==> config.mk <==
export PLATFORM = sky130hd
export DESIGN_NAME = rr_pop_arbiter
export DESIGN_NICKNAME = d
export VERILOG_FILES = /design/src/rtl/rr_pop_arbiter.sv
export SDC_FILE = /design/constraint.sdc
export NUM_CORES = 1
export LEC_CHECK = 0
export ABC_AREA = 0
export CORE_ASPECT_RATIO = 0.6
export CORE_MARGIN = 4
export CORE_UTILIZATION = 34
export CTS_CLUSTER_DIAMETER = 80
export DETAILED_ROUTE_END_ITERATION = 8
export HOLD_SLACK_MARGIN = 0.06
export PLACE_DENSITY = 0.88
export SLEW_MARGIN = 15
export SYNTH_ARGS = -nofsm -noshare
export SYNTH_HDL_FRONTEND = slang
export SYNTH_SLANG_ARGS = --single-unit
export TNS_END_PERCENT = 1
==> constraint.sdc <==
create_clock -name clk -period 1.94 [get_ports clk]
set_input_delay 0.291 -clock clk [delete_from_list [all_inputs] [get_ports clk]]
set_output_delay 0.291 -clock clk [all_outputs]
set_load 0.01 [all_outputs]
==> src/rtl/rr_pop_arbiter.sv <==
// Round-robin pop arbiter over a bank of FIFOs with a one-entry registered output stage.
// Define ARB_PROPS_EN to add per-FIFO wait counters and fairness/protocol assertions.
module rr_pop_arbiter #(
    parameter int NUM_FIFOS = 4,
    parameter int WIDTH     = 8,
    parameter int TAGWIDTH  = $clog2(NUM_FIFOS)
) (
    input  logic                       clk,
    input  logic                       rst,
    input  logic [NUM_FIFOS-1:0]       empty,
    input  logic [NUM_FIFOS*WIDTH-1:0] flat_fifo_data_out,
    output logic [NUM_FIFOS-1:0]       gnt,
    output logic                       req,
    output logic [TAGWIDTH-1:0]        gnt_sel,
    output logic [WIDTH-1:0]           out_data,
    output logic [TAGWIDTH-1:0]        out_tag,
    output logic                       out_vld,
    input  logic                       out_rdy
);

    localparam int                  TW1   = TAGWIDTH + 1;
    localparam logic [TAGWIDTH:0]   NUM_W = TW1'(NUM_FIFOS);
    localparam logic [TAGWIDTH-1:0] LAST  = TAGWIDTH'(NUM_FIFOS - 1);

    logic [TAGWIDTH-1:0] ptr;
    logic [TAGWIDTH-1:0] win;
    logic [TAGWIDTH-1:0] ptr_nxt;
    logic [TAGWIDTH:0]   idx;
    logic                found;
    logic                accept;
    logic                grant;
    logic [WIDTH-1:0]    head;

    // Scan ptr, ptr+1, ... with an explicit subtract-wrap so non-power-of-2 banks work.
    always_comb begin
        found = 1'b0;
        win   = '0;
        idx   = '0;
        for (int k = 0; k < NUM_FIFOS; k++) begin
            idx = {1'b0, ptr} + TW1'(k);
            if (idx >= NUM_W) begin
                idx = idx - NUM_W;
            end
            if (!found && !empty[idx[TAGWIDTH-1:0]]) begin
                found = 1'b1;
                win   = idx[TAGWIDTH-1:0];
            end
        end
    end

    assign accept  = !out_vld || out_rdy;
    assign grant   = rst && accept && found;
    assign req     = grant;
    assign gnt_sel = grant ? win : '0;
    assign head    = flat_fifo_data_out[win*WIDTH +: WIDTH];
    assign ptr_nxt = (win == LAST) ? '0 : win + TAGWIDTH'(1);

    always_comb begin
        gnt = '0;
        if (grant) begin
            gnt[win] = 1'b1;
        end
    end

    always_ff @(posedge clk or negedge rst) begin
        if (!rst) begin
            ptr      <= '0;
            out_vld  <= 1'b0;
            out_data <= '0;
            out_tag  <= '0;
        end else if (grant) begin
            ptr      <= ptr_nxt;
            out_vld  <= 1'b1;
            out_data <= head;
            out_tag  <= win;
        end else if (out_vld && out_rdy) begin
            out_vld  <= 1'b0;
        end
    end

`ifdef ARB_PROPS_EN
    localparam logic [TAGWIDTH:0] CNT_MAX  = '1;
    localparam logic [TAGWIDTH:0] WAIT_LIM = TW1'(NUM_FIFOS - 1);

    logic [TAGWIDTH:0] wait_cnt [NUM_FIFOS];
    logic              prev_hold;
    logic [WIDTH-1:0]  prev_data;

    // A waiting FIFO only ages on cycles where a grant was actually possible.
    always_ff @(posedge clk or negedge rst) begin
        if (!rst) begin
            for (int i = 0; i < NUM_FIFOS; i++) begin
                wait_cnt[i] <= '0;
            end
            prev_hold <= 1'b0;
            prev_data <= '0;
        end else begin
            for (int i = 0; i < NUM_FIFOS; i++) begin
                if (gnt[i] || empty[i]) begin
                    wait_cnt[i] <= '0;
                end else if (accept && wait_cnt[i] != CNT_MAX) begin
                    wait_cnt[i] <= wait_cnt[i] + TW1'(1);
                end
            end
            prev_hold <= out_vld && !out_rdy;
            prev_data <= out_data;
        end
    end

    always @(posedge clk) begin
        if (rst) begin
            assert ($onehot0(gnt));
            assert ((gnt & empty) == '0);
            for (int i = 0; i < NUM_FIFOS; i++) begin
                assert (wait_cnt[i] <= WAIT_LIM);
            end
            if (prev_hold) begin
                assert (out_vld && out_data == prev_data);
            end
        end
    end
`endif

endmodule
==> results.py, run 1 <==
metrics = {
    "run_status": {
        "status": "finished, violations left",
        "violations": "setup timing",
    },
    "yosys": {
        "synth_area_leaders": "dfrtp_1, mux2i_1, o221ai_1",
        "synth_top_family_by_area": "multiplexers",
        "synth_fa_ha_area_share_pct": 1.52,
        "synth.area.mux_share_pct": 19.5,
        "synth.yosys.warnings": 0,
        "synth_seq_cells": 13,
        "synthDominantCellAreaShare_pct": 39.6,
        "synth_xor_area_share_pct": 0,
        "yosys.area_share.simple_pct": 17.8,
        "synth_compound_gate_area_share_pct": 17.1,
        "synth_top_area_cell": "dfrtp_1",
        "synth_cells": 81,
        "ys_seq_area_share_pct": 39.6,
        "syn_area_sq_um": 821,
        "synth_cell_types": 26,
        "synthesis.nets": 121,
        "avgSynthCellArea_sq_um": 10.1,
    },
    "floorplan": {
        "die_width_microns": 71.4,
        "die_area_sq_um": 3290,
        "dieHeight_microns": 46.1,
        "core_sq_um": 2230,
        "io_pins": 57,
        "initial_core_util_pct": 36.8,
        "rows": 13,
    },
    "layout": {
        "final_cell_area_sq_um": 1720,
        "n_fill_cell": 140,
        "multi_input_area_sq_um": 541,
        "final_common_cell": "clkdlybuf4s50_1",
        "nets": 206,
        "diodes": 0,
        "ff_latch_area_sq_um": 327,
        "drive_gt1_share_pct": 33.3,
        "post-route-util_pct": 77.1,
        "synthToLayoutAreaGrowth_pct": 109,
        "final_cell_mix": "clkdlybuf4s50_1, buf_4, mux2i_1",
    },
    "route": {
        "via_per_inst": 5.09,
        "num_vias": 992,
        "wl_per_cell_microns": 17.8,
        "wl_mm": 3.47,
        "dr.pass1.iters": 4,
        "drc": 0,
        "drt_iter0_markers": 35,
        "postRouteAntennaNets": 0,
    },
    "grt": {
        "grt_max_degree": 15,
        "grt_pass1_wl_mm": 5.11,
        "grt_overflow": 0,
        "grt_pass1_vias": 1019,
        "grt_use_total_pct": 20.8,
        "antenna_found_initial": 0,
    },
    "place": {
        "dpl.hpwl_mm": 2.48,
        "gp_congestion": 0.803,
        "numPortBuffers": 56,
        "placed_cell_area_sq_um": 1540,
        "place_worst_setup_slack_ns": -0.594,
    },
    "worst_setup_path": {
        "reg2reg_slack_ns": 0.22,
        "crit_arrival_ns": 1.66,
        "worstPathMaxFanout": 6,
        "reg2regPathDepth": 6,
        "crit_required_ns": 1.65,
        "crit_type": "flop to output port",
        "r2r_start": "ptr[0]",
        "r2r_end": "out_data[4]",
        "worst_setup_path_start_kind": "flop",
        "crit_path_end_kind": "output port",
    },
    "timing": {
        "hold_violations": 0,
        "finalCritPeriodShare_pct": 101,
        "setup_viol_count_final": 1,
        "postLayoutSetupSlackWorst_ns": -0.0101,
        "worst_slew_pin_slew_ns": 0.272,
        "slew_headroom_pct": 81.8,
        "clock_skew_ns": 0.00238,
        "rsz0062_at_grt": "true",
        "drv_slew": 0,
        "period_needed_ns": 1.95,
        "fin_hold_ws_ns": 0.413,
        "max_freq_mhz": 513,
    },
    "clocking": {
        "cts-root-buf": "clkbuf_8",
        "cts_buffers": 3,
        "numClockSinks": 13,
        "cts-hold-fix-buffers": 0,
        "clock_latency_ns": 0.24,
        "cts_tree": "done",
        "ctsLongestPathBuffers": 2,
        "path_clk_slew_ns": 0.06,
        "cts_max_level": 1,
    },
    "power": {
        "peakVddDrop_uv": 632,
        "power_leakage_nw": 0.802,
        "p_per_area_nw_per_um2": 985,
        "p_total_mw": 1.69,
    },
    "flow_run": {
        "cap_viol_max_count": 0,
    },
    "worst_hold_path": {
        "hold_class": "input pin to async pin",
    },
}
## through the flow
step / cells / setup TNS (ns)
2_1_floorplan: 81 / 0
3_3_place_gp: 183 / -3.33
3_5_place_dp: 183 / -4.51
4_1_cts: 195 / 0
5_1_grt: 195 / -0.107
6_report: 195 / -0.0101
## metal layers
metal  GRT usage (%)  share of wire, %
met2            39.6                53
met4            8.61               2.8
met3            3.49               4.9
met1            23.8                39
met5               0                 0
## how the worst max path moves through the flow
stage,cells after the start,endpoint,startpoint
global placement,7,gnt[3],empty[1]
global route,6,gnt[3],ptr[0]
detailed placement,7,gnt[1],empty[2]
floorplan,6,gnt[3],ptr[0]
finish,6,gnt[3],ptr[0]
CTS,5,gnt_sel[1],ptr[0]
## synthesized netlist by cell type
master and number:
o21a_1 1, nand2_1 16, a21oi_2 1, buf_6 1
o22ai_1 1, inv_1 1, nand2b_1 3, buf_2 2
nor2_8 1, nor2_1 2, clkbuf_1 1, nor2b_1 1
nand3_1 1, and2_1 1, nor3_1 2, inv_2 2
o221ai_1 8, o221a_4 1, dfrtp_1 13, mux2i_1 16
a221oi_2 1, a21o_1 1, ha_1 1, or2_1 1
a21oi_1 1, nand4_1 1
## power by group
group / leakage (nW) / switching, mW / internal, mW
clock network: 0.0228 / 0.0983 / 0.145
registers: 0.157 / 0.0667 / 0.376
logic: 0.623 / 0.448 / 0.559
## sequential cells by signal, indices dropped and copies added (netlist names)
| signal | cells |
|---|---|
| out_vld | 1 |
| out_data | 8 |
| out_tag | 2 |
| ptr | 2 |
## kinds of logic (layout without fill, tap and decap cells)
kind of cell             Yosys count  count (layout)
AO/OA/AOI/OAI                     15              15
adder cells (fa/ha/maj)            1               1
buffers and inverters              7              91
flip-flops                        13              13
multiplexers                      16              16
AND/OR/NAND/NOR                   29              29
## cell type report
class	count	area share, %
Inverter	3	0.655
Clock buffer	4	2.62
Timing Repair Buffer	84	44.1
Sequential cell	13	19.0
Tap cell	30	2.18
Multi-Input combinational cell	61	31.4
## critical path: stages (launching register included)
cell and delay (ns):
dfrtp_1 0.40, or2_4 0.26, a21oi_4 0.22, nor2_8 0.09, ha_1 0.18, and2_1 0.13
buf_2 0.13
## timing repair
item                                    in CTS  in global routing
buffers inserted                             8                  0
resized for setup                           36                 13
endpoints found under the setup margin       7                  6
pin swaps                                    4                  3
(Power assumes the default switching activity.)
==> inputs of run 2 (changes only) <==
--- a/config.mk
+++ b/config.mk
@@ -6,6 +6,8 @@
 export NUM_CORES = 1
 export LEC_CHECK = 0
 export ABC_AREA = 0
+export ABC_CLOCK_PERIOD_IN_PS = 1940
+export CAP_MARGIN = 40
 export CORE_ASPECT_RATIO = 0.6
 export CORE_MARGIN = 4
 export CORE_UTILIZATION = 34
==> results of run 2 <==
The final DEF is identical to that of run 1; final timing and power are the same.
